$ cat config.mk
export PLATFORM = sky130hd
export DESIGN_NAME = sr_latch_bank_ctrl_flat
export DESIGN_NICKNAME = d
export VERILOG_FILES = /design/src/rtl/sr_latch_bank_ctrl_if.sv /design/src/rtl/sr_latch_bank_ctrl.sv /design/src/flat_wrapper.sv
export SDC_FILE = /design/constraint.sdc
export NUM_CORES = 1
export LEC_CHECK = 0
export ABC_CLOCK_PERIOD_IN_PS = 1600
export BUFFER_PORTS_ARGS = -buffer_cell sky130_fd_sc_hd__buf_2
export CAP_MARGIN = 20
export CORE_MARGIN = 1
export CORE_UTILIZATION = 26
export CTS_BUF_LIST = sky130_fd_sc_hd__clkbuf_8
export DETAILED_ROUTE_END_ITERATION = 8
export GPL_TIMING_DRIVEN = 0
export SYNTH_ARGS = -nofsm -noshare
export SYNTH_HDL_FRONTEND = slang
export SYNTH_SLANG_ARGS = --single-unit
$ cat constraint.sdc
create_clock -name clk -period 1.6 [get_ports clk]
set_clock_uncertainty 0.05 [all_clocks]
set_input_delay 0.32 -clock clk [delete_from_list [all_inputs] [get_ports clk]]
set_output_delay 0.32 -clock clk [all_outputs]
set_load 0.01 [all_outputs]
$ cat src/rtl/sr_latch_bank_ctrl_if.sv
// Request/latch-bank bundle for sr_latch_bank_ctrl.
//   master : requesters plus latch bank (drives requests and q readback)
//   slave  : the controller (drives grants, latch s/r/e and status)
// Signals:
//   req_valid/req_op [N_REQ]      per-requester request and op (1=set, 0=reset)
//   req_idx [N_REQ*IDXW]          requester i uses bits [i*IDXW +: IDXW]
//   req_ready [N_REQ]             one-hot grant
//   latch_s/r/e [N_LATCH]         latch bank controls
//   latch_q [N_LATCH]             latch bank readback
//   busy, done, done_id, err      status
interface sr_latch_bank_ctrl_if #(
    parameter int N_LATCH = 4,
    parameter int N_REQ   = 2,
    parameter int IDXW    = $clog2(N_LATCH)
);
    logic [N_REQ-1:0]      req_valid;
    logic [N_REQ-1:0]      req_op;
    logic [N_REQ*IDXW-1:0] req_idx;
    logic [N_REQ-1:0]      req_ready;
    logic [N_LATCH-1:0]    latch_s;
    logic [N_LATCH-1:0]    latch_r;
    logic [N_LATCH-1:0]    latch_e;
    logic [N_LATCH-1:0]    latch_q;
    logic                  busy;
    logic                  done;
    logic [N_REQ-1:0]      done_id;
    logic                  err;

    modport master (
        output req_valid, req_op, req_idx, latch_q,
        input  req_ready, latch_s, latch_r, latch_e, busy, done, done_id, err
    );

    modport slave (
        input  req_valid, req_op, req_idx, latch_q,
        output req_ready, latch_s, latch_r, latch_e, busy, done, done_id, err
    );
endinterface

$ cat src/rtl/sr_latch_bank_ctrl.sv
// Sequencing and round-robin arbitration controller for a bank of gated SR
// latches. One request at a time is granted, then the addressed latch gets
// s/r setup, an enable pulse and a hold cycle; q is read back at the end of
// hold and reported with done/err in the CHECK cycle.
// Ports:
//   clk  rising-edge clock
//   rst  synchronous active-high reset (aborts any operation)
//   bus  sr_latch_bank_ctrl_if.slave: requests, grants, latch bank, status
module sr_latch_bank_ctrl #(
    parameter int N_LATCH   = 4,
    parameter int N_REQ     = 2,
    parameter int SETUP_CYC = 1,
    parameter int PULSE_CYC = 2,
    parameter int IDXW      = $clog2(N_LATCH)
) (
    input  logic                 clk,
    input  logic                 rst,
    sr_latch_bank_ctrl_if.slave  bus
);

    localparam logic [2:0] ST_IDLE  = 3'd0;
    localparam logic [2:0] ST_SETUP = 3'd1;
    localparam logic [2:0] ST_PULSE = 3'd2;
    localparam logic [2:0] ST_HOLD  = 3'd3;
    localparam logic [2:0] ST_CHECK = 3'd4;

    localparam int PW   = (N_REQ > 1) ? $clog2(N_REQ) : 1;
    localparam int CMAX = (SETUP_CYC > PULSE_CYC) ? SETUP_CYC : PULSE_CYC;
    localparam int CW   = (CMAX > 1) ? $clog2(CMAX + 1) : 1;

    logic [2:0]       state_q, state_d;
    logic [CW-1:0]    cnt_q, cnt_d;
    logic [PW-1:0]    ptr_q, ptr_d;
    logic             op_q;
    logic [IDXW-1:0]  idx_q;
    logic [N_REQ-1:0] id_q;
    logic             err_q;

    logic             win_found;
    logic [PW-1:0]    win_idx;
    logic             grant;
    logic [N_LATCH-1:0] sel;
    logic             in_range;
    logic             q_bit;
    logic             drive_sr;

    // Round-robin pick: first valid requester at or after the pointer.
    always_comb begin
        int unsigned ptr_u;
        int unsigned j;
        win_found = 1'b0;
        win_idx   = '0;
        ptr_u     = 32'(ptr_q);
        j         = 0;
        for (int unsigned k = 0; k < N_REQ; k++) begin
            j = (ptr_u + k) % N_REQ;
            if (!win_found && bus.req_valid[PW'(j)]) begin
                win_found = 1'b1;
                win_idx   = PW'(j);
            end
        end
    end

    assign grant = (state_q == ST_IDLE) && win_found;
    assign ptr_d = (win_idx == PW'(N_REQ - 1)) ? '0 : win_idx + 1'b1;

    // Decode of the captured index; an out-of-range index decodes to all-zero,
    // which keeps every latch line quiet for that request.
    always_comb begin
        sel = '0;
        for (int unsigned k = 0; k < N_LATCH; k++) begin
            sel[k] = (32'(idx_q) == k);
        end
    end

    assign in_range = (32'(idx_q) < 32'(N_LATCH));
    assign q_bit    = |(bus.latch_q & sel);

    // Phase sequencing; cnt counts cycles within SETUP and PULSE.
    always_comb begin
        state_d = state_q;
        cnt_d   = cnt_q;
        case (state_q)
            ST_IDLE: begin
                if (win_found) begin
                    state_d = ST_SETUP;
                    cnt_d   = '0;
                end
            end
            ST_SETUP: begin
                if (cnt_q == CW'(SETUP_CYC - 1)) begin
                    state_d = ST_PULSE;
                    cnt_d   = '0;
                end else begin
                    cnt_d = cnt_q + 1'b1;
                end
            end
            ST_PULSE: begin
                if (cnt_q == CW'(PULSE_CYC - 1)) begin
                    state_d = ST_HOLD;
                    cnt_d   = '0;
                end else begin
                    cnt_d = cnt_q + 1'b1;
                end
            end
            ST_HOLD:  state_d = ST_CHECK;
            ST_CHECK: state_d = ST_IDLE;
            default:  state_d = ST_IDLE;
        endcase
    end

    always_ff @(posedge clk) begin
        if (rst) begin
            state_q <= ST_IDLE;
            cnt_q   <= '0;
            ptr_q   <= '0;
            op_q    <= 1'b0;
            idx_q   <= '0;
            id_q    <= '0;
            err_q   <= 1'b0;
        end else begin
            state_q <= state_d;
            cnt_q   <= cnt_d;
            if (grant) begin
                ptr_q <= ptr_d;
                op_q  <= bus.req_op[win_idx];
                idx_q <= bus.req_idx[win_idx*IDXW +: IDXW];
                id_q  <= N_REQ'(1) << win_idx;
            end
            if (state_q == ST_HOLD) begin
                err_q <= !in_range || (q_bit != op_q);
            end
        end
    end

    assign drive_sr = (state_q == ST_SETUP) || (state_q == ST_PULSE) ||
                      (state_q == ST_HOLD);

    assign bus.req_ready = grant ? (N_REQ'(1) << win_idx) : '0;
    assign bus.latch_s   = (drive_sr &&  op_q) ? sel : '0;
    assign bus.latch_r   = (drive_sr && !op_q) ? sel : '0;
    assign bus.latch_e   = (state_q == ST_PULSE) ? sel : '0;
    assign bus.busy      = (state_q != ST_IDLE);
    assign bus.done      = (state_q == ST_CHECK);
    assign bus.done_id   = (state_q == ST_CHECK) ? id_q : '0;
    assign bus.err       = (state_q == ST_CHECK) && err_q;

endmodule

$ cat src/flat_wrapper.sv
// flat-port wrapper written by rule: the top's interface ports become plain ports
module sr_latch_bank_ctrl_flat 
#(
    parameter int N_LATCH   = 4,
    parameter int N_REQ     = 2,
    parameter int SETUP_CYC = 1,
    parameter int PULSE_CYC = 2,
    parameter int IDXW      = $clog2(N_LATCH)
)
  (clk, rst, bus_req_valid, bus_req_op, bus_req_idx, bus_latch_q, bus_req_ready, bus_latch_s, bus_latch_r, bus_latch_e, bus_busy, bus_done, bus_done_id, bus_err);
  sr_latch_bank_ctrl_if #(.N_LATCH(N_LATCH), .N_REQ(N_REQ), .IDXW(IDXW)) bus_i ();
  input  logic clk;
  input  logic rst;
  input wire logic [$bits(bus_i.req_valid)-1:0] bus_req_valid;
  input wire logic [$bits(bus_i.req_op)-1:0] bus_req_op;
  input wire logic [$bits(bus_i.req_idx)-1:0] bus_req_idx;
  input wire logic [$bits(bus_i.latch_q)-1:0] bus_latch_q;
  output wire logic [$bits(bus_i.req_ready)-1:0] bus_req_ready;
  output wire logic [$bits(bus_i.latch_s)-1:0] bus_latch_s;
  output wire logic [$bits(bus_i.latch_r)-1:0] bus_latch_r;
  output wire logic [$bits(bus_i.latch_e)-1:0] bus_latch_e;
  output wire logic [$bits(bus_i.busy)-1:0] bus_busy;
  output wire logic [$bits(bus_i.done)-1:0] bus_done;
  output wire logic [$bits(bus_i.done_id)-1:0] bus_done_id;
  output wire logic [$bits(bus_i.err)-1:0] bus_err;
  assign bus_i.req_valid = bus_req_valid;
  assign bus_i.req_op = bus_req_op;
  assign bus_i.req_idx = bus_req_idx;
  assign bus_i.latch_q = bus_latch_q;
  assign bus_req_ready = bus_i.req_ready;
  assign bus_latch_s = bus_i.latch_s;
  assign bus_latch_r = bus_i.latch_r;
  assign bus_latch_e = bus_i.latch_e;
  assign bus_busy = bus_i.busy;
  assign bus_done = bus_i.done;
  assign bus_done_id = bus_i.done_id;
  assign bus_err = bus_i.err;
  sr_latch_bank_ctrl #(.N_LATCH(N_LATCH), .N_REQ(N_REQ), .SETUP_CYC(SETUP_CYC), .PULSE_CYC(PULSE_CYC), .IDXW(IDXW)) u_core (.clk(clk), .rst(rst), .bus(bus_i));
endmodule
==> impl_metrics.ini, run 1 <==
[cts]
clock-sinks = 11
hold_buffers = 0
htreeDepth = 1
numCtsBuffers = 3
clkSlewWorstSetupHoldPaths_ns = 0.05
cts_root_buf = clkbuf_8
clk_latency_ns = 0.24
cts_buffer_depth = 2
cts_tree = built

[yosys]
synth-edff-count = 0
synthCells = 96
synth-seq-area-share = 0.3009
async_flop_share = 0
synth_common_cells = nor2_1 (13), dfxtp_1 (11), o21ai_0 (7)
ys_top_cells_by_area = dfxtp_1 (30%), nor2_1 (6.7%), ha_1 (5.1%)
synth-main-ff-cell = dfxtp_1
syn_area_per_cell_um2 = 7.625
ys_types = 31
ys_ff_latch = 11
synth_top_area_frac = 0.3009
synth_warnings = 0
yosysTopAreaCell = dfxtp_1
syn-num-nets = 113
synth_area_um2 = 732.0
synth.most_common_cell = nor2_1

[critical_path]
startpoint_type = flop
cp_num_buf_inv = 2
cpPeakStageDelay_ns = 0.39
cp.arrival_ns = 1.38
path_class = flop to primary output
critPathTopFamily = simple AND/OR/NAND/NOR gates
r2r_setup_slack_ns = 0.04
cp-end-kind = primary output
slowest_stage = or3b_4
required_ns = 1.23
cp_cell_sequence = clkbuf_8 -> or3b_4 -> nor3_2 -> buf_2
cp_max_fo = 4

[floorplanning]
core_um2 = 2567
row_count = 18
die_w_um = 55.06
die_h_um = 55.06
start_util = 0.2851
dieArea_um2 = 3032
io_pins = 33

[pwr]
peakVddDrop_v = 0.0006014
combPwrFrac = 0.450
powerDensity_nw_per_um2 = 1062
internal_power_uw = 749.1
swShare = 0.3606
p_switching_uw = 422.5
p_leak_uw = 0.0005190
p_clk_frac = 0.237
pwr-share-seq = 0.313

[grt]
grt_overflow = 0
antenna_found_initial = 0
grt_first_pass_wirelength_mm = 3.084
grt_pass1_vias = 733
grt_util_all_layers = 0.1423
grt_max_degree = 11

[route]
postRouteWirelength_mm = 2.037
drtPass1Iterations = 4
routedWlPerCell_um = 12.20
avgViaCountPerCell = 5.006
drtAntennaViolNets = 0
vias = 836
post-route-drc-count = 0
drt_iter0_markers = 19

[timing]
max_freq_mhz = 573.0
worst_pin_slew_ns = 0.4199
fin_crit_ns = 1.745
period_share = 1.091
layout_setup_ws_ns = -0.1453
maxSlewHeadroom = 0.7201
setup-violations-final = 15
maxSlewViolCount = 0
whs_ns = 0.3012
rsz0062_at_grt = yes
hold_violations = 0

[hold_path]
hp-class = input port to flop

[final_layout]
areaGrowthSynthToFinish_pct = 50.77
nets = 155
final_util = 0.4298
antenna_cells = 0
drive_gt1_frac = 0.4161
fillers = 267

[placement]
gp_congestion = 0.7388
place_hpwl_mm = 1.486
port_buffers = 30

[run]
cap_violations = 0

[run_status]
run_status = finished, violations left
violations = negative setup slack
-- cell usage in the layout (no fill, tap or decap), types with 4 or more instances in the layout --
master	Yosys	routed
dfxtp_1	11	8
a21oi_1	5	5
clkbuf_8	0	5
buf_4	0	7
nand3_1	5	5
nand3b_1	4	4
o21ai_0	7	7
buf_2	1	29
nor2_1	13	11
inv_1	4	5
-- tightest hold or removal path: cells and delay by family --
family                 cells  cell delay, ns
and+or+nand+nor            1            0.05
AOI/OAI and AO/OA          1            0.06
buffers and inverters      1            0.10
-- per-stage QoR --
stage / setup TNS [ns] / area, µm² / power, µW / setup slack [ns] / cells
floorplan: 0 / 737.0 / 643.8 / 0.03295 / 96
global route: -2.123 / 1104 / 1247 / -0.1940 / 167
finish: -1.147 / 1104 / 1172 / -0.1453 / 167
detailed placement: -0.5574 / 924.6 / 771.0 / -0.1064 / 156
global placement: -0.4309 / 924.6 / 760.2 / -0.08960 / 156
CTS: -1.126 / 1082 / 1172 / -0.1336 / 166
-- power groups by stage --
| stage | Clock [µW] | Combinational [µW] | Sequential, µW |
|---|---|---|---|
| after floorplan | 0 | 293 | 351 |
| after global placement | 0 | 400 | 360 |
| after detailed placement | 0 | 407 | 364 |
| after CTS | 285 | 520 | 367 |
| after global routing | 290 | 582 | 375 |
| final | 277 | 527 | 367 |
-- layer usage --
metal	vias up	routed length [µm]	part of all wire	GRT usage
li1	426	-	-	-
met1	378	952	0.47	0.1716
met2	30	946	0.46	0.2550
met3	2	121	0.059	0.01913
met4	0	16	0.0079	0.05000
met5	-	0	0	0
-- final timing paths --
check	from	to	depth (start not counted)
setup / recovery	u_core.state_q[2]	bus_latch_s[0]	4
hold / removal	bus_req_idx[0]	u_core.idx_q[0]	3
setup reg to reg	u_core.idx_q[0]	u_core.err_q	4
hold reg to reg	u_core.id_q[1]	u_core.id_q[1]	2
-- timing repair --
action | in CTS | in global routing
endpoints found under the setup margin | 17 | 17
hold endpoints to repair | 0 | 0
buffers inserted | 6 | 1
pin swaps | 7 | 0
resized for setup | 22 | 3
-- kinds of logic (layout without fill, tap and decap cells) --
kind of cell,after synthesis,after routing,share of synthesized area
flops,11,11,0.3009
fa+ha+maj,3,3,0.05129
xor+xnor,1,1,0.01197
simple gates,47,47,0.3590
buf+inv,11,52,0.05981
compound gates,22,22,0.1812
mux,1,1,0.03590
-- state kept, by name, summed over array words and instances, names as in the netlist --
| register | cells |
|---|---|
| u_core.id_q | 2 |
| u_core.state_q | 3 |
| u_core.err_q | 1 |
| u_core.op_q | 1 |
| u_core.cnt_q | 2 |
| u_core.idx_q | 2 |
-- layout make-up --
cell class / count / area (µm²) / area share
flip-flops and latches: 11 / 229.0 / 0.2075
inverters: 4 / 15.01 / 0.01361
multi-input cells: 74 / 510.5 / 0.4626
plain buffers: 7 / 53.80 / 0.04875
repair buffers: 37 / 212.7 / 0.1927
clock buffers: 3 / 41.29 / 0.03741
well taps: 30 / 37.54 / 0.03401
clock inverters: 1 / 3.754 / 0.003401
No activity file was read; power rests on OpenSTA's default activity.
==> run 2: changes to the inputs <==
--- a/config.mk
+++ b/config.mk
@@ -7,10 +7,9 @@
 export LEC_CHECK = 0
 export ABC_CLOCK_PERIOD_IN_PS = 1600
 export BUFFER_PORTS_ARGS = -buffer_cell sky130_fd_sc_hd__buf_2
-export CAP_MARGIN = 20
 export CORE_MARGIN = 1
-export CORE_UTILIZATION = 26
-export CTS_BUF_LIST = sky130_fd_sc_hd__clkbuf_8
+export CORE_UTILIZATION = 30
+export CTS_BUF_LIST = sky130_fd_sc_hd__clkbuf_4
 export DETAILED_ROUTE_END_ITERATION = 8
 export GPL_TIMING_DRIVEN = 0
 export SYNTH_ARGS = -nofsm -noshare
==> impl_metrics.ini, run 2 (same netlist as run 1, synthesis figures left out) <==
[run_status]
run_status = finished, violations left
violations = negative setup slack

[cts]
clock-sinks = 11
htreeDepth = 1
hold_buffers = 0
cts_buffer_depth = 2
cts_tree = built
cts_root_buf = clkbuf_4
numCtsBuffers = 3
clk_latency_ns = 0.27
clkSlewWorstSetupHoldPaths_ns = 0.08

[grt]
grt_pass1_vias = 750
grt_util_all_layers = 0.1665
grt_overflow = 0
grt_max_degree = 11
grt_first_pass_wirelength_mm = 3.270
antenna_found_initial = 0

[timing]
maxSlewViolCount = 0
maxSlewHeadroom = 0.7033
layout_setup_ws_ns = -0.1768
fin_crit_ns = 1.777
period_share = 1.110
worst_pin_slew_ns = 0.4451
whs_ns = 0.2697
rsz0062_at_grt = yes
max_freq_mhz = 562.8
setup-violations-final = 14
hold_violations = 0

[final_layout]
mostFrequentLayoutCell = buf_2
antenna_cells = 0
largest-register = u_core.state_q
largest_reg_flops = 3
drive_gt1_frac = 0.4676
final_cell_area_um2 = 1161
layout_common_cells = buf_2 (25), nor2_1 (11), buf_6 (9)
nets = 157
final_util = 0.5150
areaGrowthSynthToFinish_pct = 58.63

[critical_path]
critPathTopFamily = simple AND/OR/NAND/NOR gates
cp-end-kind = primary output
startpoint_type = flop
cp_num_buf_inv = 2
cp.arrival_ns = 1.41
required_ns = 1.23
path_class = flop to primary output
cp_cell_sequence = buf_8 -> or3b_4 -> nor3_2 -> buf_2
cp_max_fo = 4
slowest_stage = or3b_4
crit_cells = 4
cpPeakStageDelay_ns = 0.42
rr_worst_depth = 4

[route]
avgViaCountPerCell = 4.982
drt_iter0_markers = 6
drtPass1Iterations = 4
vias = 832
drtAntennaViolNets = 0
post-route-drc-count = 0
routedWlPerCell_um = 12.08
postRouteWirelength_mm = 2.017

[placement]
gp_congestion = 0.7343
dpl_cell_area_um2 = 922.1
port_buffers = 30
pre_cts_ws_ns = -0.1222
place_hpwl_mm = 1.421

[floorplanning]
dieArea_um2 = 2641
start_util = 0.3246
core_um2 = 2255
row_count = 17
die_w_um = 51.40
die_h_um = 51.40
io_pins = 33

[pwr]
finalPower_uw = 1169
p_leak_uw = 0.0005276
powerDensity_nw_per_um2 = 1007
peakVddDrop_v = 0.0005300

[run]
cap_violations = 0

[hold_path]
hold_depth = 3
hp-class = input port to flop
## run 2: changes by cell type in the layout (fill, tap and decap cells not counted), sizes merged
cell,change
buf,+4
clkbuf,-1
inv,-1
## run 2: worst reg2reg max path: cells and delay by family, from the launching register on
kind,cells,cell delay (ns)
buf+inv,1,0.15
compound gates,1,0.21
mux,1,0.58
xor+xnor,1,0.14
flops,1,0.31
## run 2: worst paths after layout
check	slack (ns)	startpoint	end
setup / recovery	-0.18	u_core.state_q[2]	bus_latch_s[0]
setup reg to reg	0.07	u_core.idx_q[0]	u_core.err_q
hold / removal	0.27	bus_req_idx[1]	u_core.idx_q[1]
hold reg to reg	0.43	u_core.id_q[1]	u_core.id_q[1]
## run 2: timing repair
item	in CTS	in global routing
resized for setup	19	23
pin swaps	6	8
setup buffers	6	3
setup endpoints to repair	19	21
## run 2: report_power, final
| group | internal (µW) | leakage [µW] | switching [µW] |
|---|---|---|---|
| registers | 323 | 0.0000924 | 56.3 |
| logic | 299 | 0.000417 | 279 |
| clock network | 113 | 0.0000184 | 98.6 |
| total | 735 | 0.000528 | 434 |
## run 2: layout make-up
| cell class | count | area [µm²] |
|---|---|---|
| plain buffers | 7 | 58.81 |
| well taps | 28 | 35.03 |
| inverters | 4 | 15.01 |
| fillers | 230 | 1094 |
| multi-input cells | 74 | 531.8 |
| clock buffers | 4 | 30.03 |
| repair buffers | 39 | 260.3 |
| flip-flops and latches | 11 | 230.2 |
## run 2: stage by stage
stage / TNS (ns) / cells
2_1_floorplan: 0 / 96
3_3_place_gp: -0.4614 / 154
3_5_place_dp: -0.5717 / 154
4_1_cts: -2.075 / 164
5_1_grt: -2.696 / 167
6_report: -1.662 / 167
## run 2: layer usage
layer / vias to the layer above / GRT usage / routed length [µm]
met4: 0 / 0.08108 / 9
met2: 25 / 0.2619 / 881
met3: 2 / 0.03274 / 94
met1: 376 / 0.2143 / 1031
met5: - / 0 / 0
li1: 429 / - / -
==> run 3: changes to the inputs <==
--- a/config.mk
+++ b/config.mk
@@ -5,12 +5,13 @@
 export SDC_FILE = /design/constraint.sdc
 export NUM_CORES = 1
 export LEC_CHECK = 0
+export ABC_AREA = 1
 export ABC_CLOCK_PERIOD_IN_PS = 1600
-export BUFFER_PORTS_ARGS = -buffer_cell sky130_fd_sc_hd__buf_2
 export CORE_MARGIN = 1
-export CORE_UTILIZATION = 30
+export CORE_UTILIZATION = 40
 export CTS_BUF_LIST = sky130_fd_sc_hd__clkbuf_4
 export DETAILED_ROUTE_END_ITERATION = 8
+export DONT_BUFFER_PORTS = 1
 export GPL_TIMING_DRIVEN = 0
 export SYNTH_ARGS = -nofsm -noshare
 export SYNTH_HDL_FRONTEND = slang
==> impl_metrics.ini, run 3 <==
[run_status]
run_status = complete, no violations

[critical_path]
rr_worst_depth = 7
required_ns = 1.23
cp.arrival_ns = 1.22
cp_max_fo = 6
cp-end-kind = primary output
cp_num_buf_inv = 2
critPathTopFamily = simple AND/OR/NAND/NOR gates
cpMostUsedCell = nor2_4
path_class = flop to primary output
slowest_stage = dfxtp_4
cpPeakStageDelay_ns = 0.37
startpoint_type = flop
cp_cell_sequence = nor2_4 -> inv_4 -> nor2_4 -> inv_4 -> nor2_4
crit_cells = 5

[grt]
antenna_found_initial = 0
grt_max_degree = 11
grt_first_pass_wirelength_mm = 2.504
grt_overflow = 0
grt_pass1_vias = 613
grt_util_all_layers = 0.1700

[route]
post-route-drc-count = 0
drtAntennaViolNets = 0
postRouteWirelength_mm = 1.778
drtPass1Iterations = 4
vias = 786
avgViaCountPerCell = 4.882
drt_iter0_markers = 16
routedWlPerCell_um = 11.04

[final_layout]
largest_reg_flops = 3
fillers = 179
layout_common_cells = nand2_1 (38), inv_1 (15), nor2_1 (10), nor2_4 (9)
regArea_um2 = 229.0
mostFrequentLayoutCell = nand2_1
drive_gt1_frac = 0.3015
antenna_cells = 0
nets = 154
multi_input_area_um2 = 541.8
areaGrowthSynthToFinish_pct = 26.91
final_util = 0.5477
final_cell_area_um2 = 955.9
largest-register = u_core.state_q

[pwr]
powerDensity_nw_per_um2 = 1473
p_leak_uw = 0.0004302
peakVddDrop_v = 0.0007976

[timing]
maxSlewViolCount = 0
layout_setup_ws_ns = 0.008401
rsz0062_at_grt = yes
setup-violations-final = 0
fin_crit_ns = 1.592
period_share = 0.9947
maxSlewHeadroom = 0.6669
hold_violations = 0
max_freq_mhz = 628.3
worst_pin_slew_ns = 0.4996

[cts]
htreeDepth = 1
numCtsBuffers = 3
clk_latency_ns = 0.28
cts_buffer_depth = 2
cts_root_buf = clkbuf_4
clock-sinks = 11
cts_tree = built
clkSlewWorstSetupHoldPaths_ns = 0.07

[floorplanning]
start_util = 0.4315
dieArea_um2 = 2061
core_um2 = 1745
row_count = 15
die_w_um = 45.40
io_pins = 33
die_h_um = 45.40

[yosys]
syn-num-nets = 145
ys_ff_latch = 11
ys_types = 18
synth_area_um2 = 753.2
syn_area_per_cell_um2 = 5.885
synth-edff-count = 0
synth-seq-area-share = 0.2924
synthCells = 128
async_flop_share = 0
synth.most_common_cell = nand2_1
synth_warnings = 0
synth_common_cells = nand2_1 (39), nor2_1 (24), inv_1 (21)
synth-main-ff-cell = dfxtp_1
yosysTopAreaCell = dfxtp_1
synth_top_area_frac = 0.2924
ys_top_cells_by_area = dfxtp_1 (29%), nand2_1 (19%), nor2_1 (12%)

[hold_path]
hold_depth = 3
hp-class = input port to flop

[placement]
pre_cts_ws_ns = 0.07762
port_buffers = 0
place_hpwl_mm = 1.283
dpl_cell_area_um2 = 784.5
gp_congestion = 0.7854

[run]
cap_violations = 0
## run 3: per-layer routing
metal	vias up	global-route usage	part of all wire
met5	-	0	0
met4	0	0.04242	0.0073
met3	2	0.05952	0.052
met2	31	0.2857	0.50
met1	344	0.2049	0.44
li1	409	-	-
## run 3: stage by stage
stage / power [µW] / hold slack, ns / TNS, ns / cells
final: 1408 / 0.1287 / 0 / 161
after global routing: 1518 / 0.1351 / -0.07036 / 161
after CTS: 1231 / 0.1147 / -0.03402 / 158
after detailed placement: 962.2 / 0.4047 / 0 / 153
after global placement: 953.4 / 0.4015 / 0 / 153
after floorplan: 863.5 / 0.3893 / 0 / 128
## run 3: logic make-up after synthesis
| family | synth area share |
|---|---|
| adders and majority gates | 0.04984 |
| DFF | 0.2924 |
| buffers and inverters | 0.1146 |
| AOI/OAI and AO/OA | 0.09137 |
| and+or+nand+nor | 0.4518 |
## run 3: repair_timing
action,4_1_cts,5_1_grt
gates resized for setup,13,27
endpoints found under the setup margin,13,16
setup buffers,1,3
pin swaps,1,4
hold buffers,0,0
hold endpoints to repair,0,0
## run 3: power by group
group | switching [µW] | internal [µW] | leakage (µW) | total, µW
registers | 85.6 | 348 | 0.0000919 | 433
clock network | 101 | 114 | 0.0000184 | 215
logic | 489 | 270 | 0.000320 | 759
total | 676 | 731 | 0.000430 | 1410
## run 3: final cells by class
type	instances	share of cell area
Sequential cell	11	0.2395
Tap cell	25	0.03272
Inverter	22	0.09424
Timing Repair Buffer	4	0.03141
Multi-Input combinational cell	94	0.5668
Clock buffer	4	0.03141
Buffer	1	0.003927
## run 3: final timing paths
| kind | startpoint | end | slack, ns |
|---|---|---|---|
| max | u_core.state_q[1] | bus_err | 0.008 |
| min reg2reg | u_core.id_q[0] | u_core.id_q[0] | 0.42 |
| min | rst | u_core.state_q[1] | 0.13 |
| max reg2reg | u_core.cnt_q[0] | u_core.state_q[1] | 0.34 |
## run 3: worst min-delay path, stage by stage
cell,delay (ns)
a31oi_1,0.02
nand2_1,0.04
inv_1,0.04
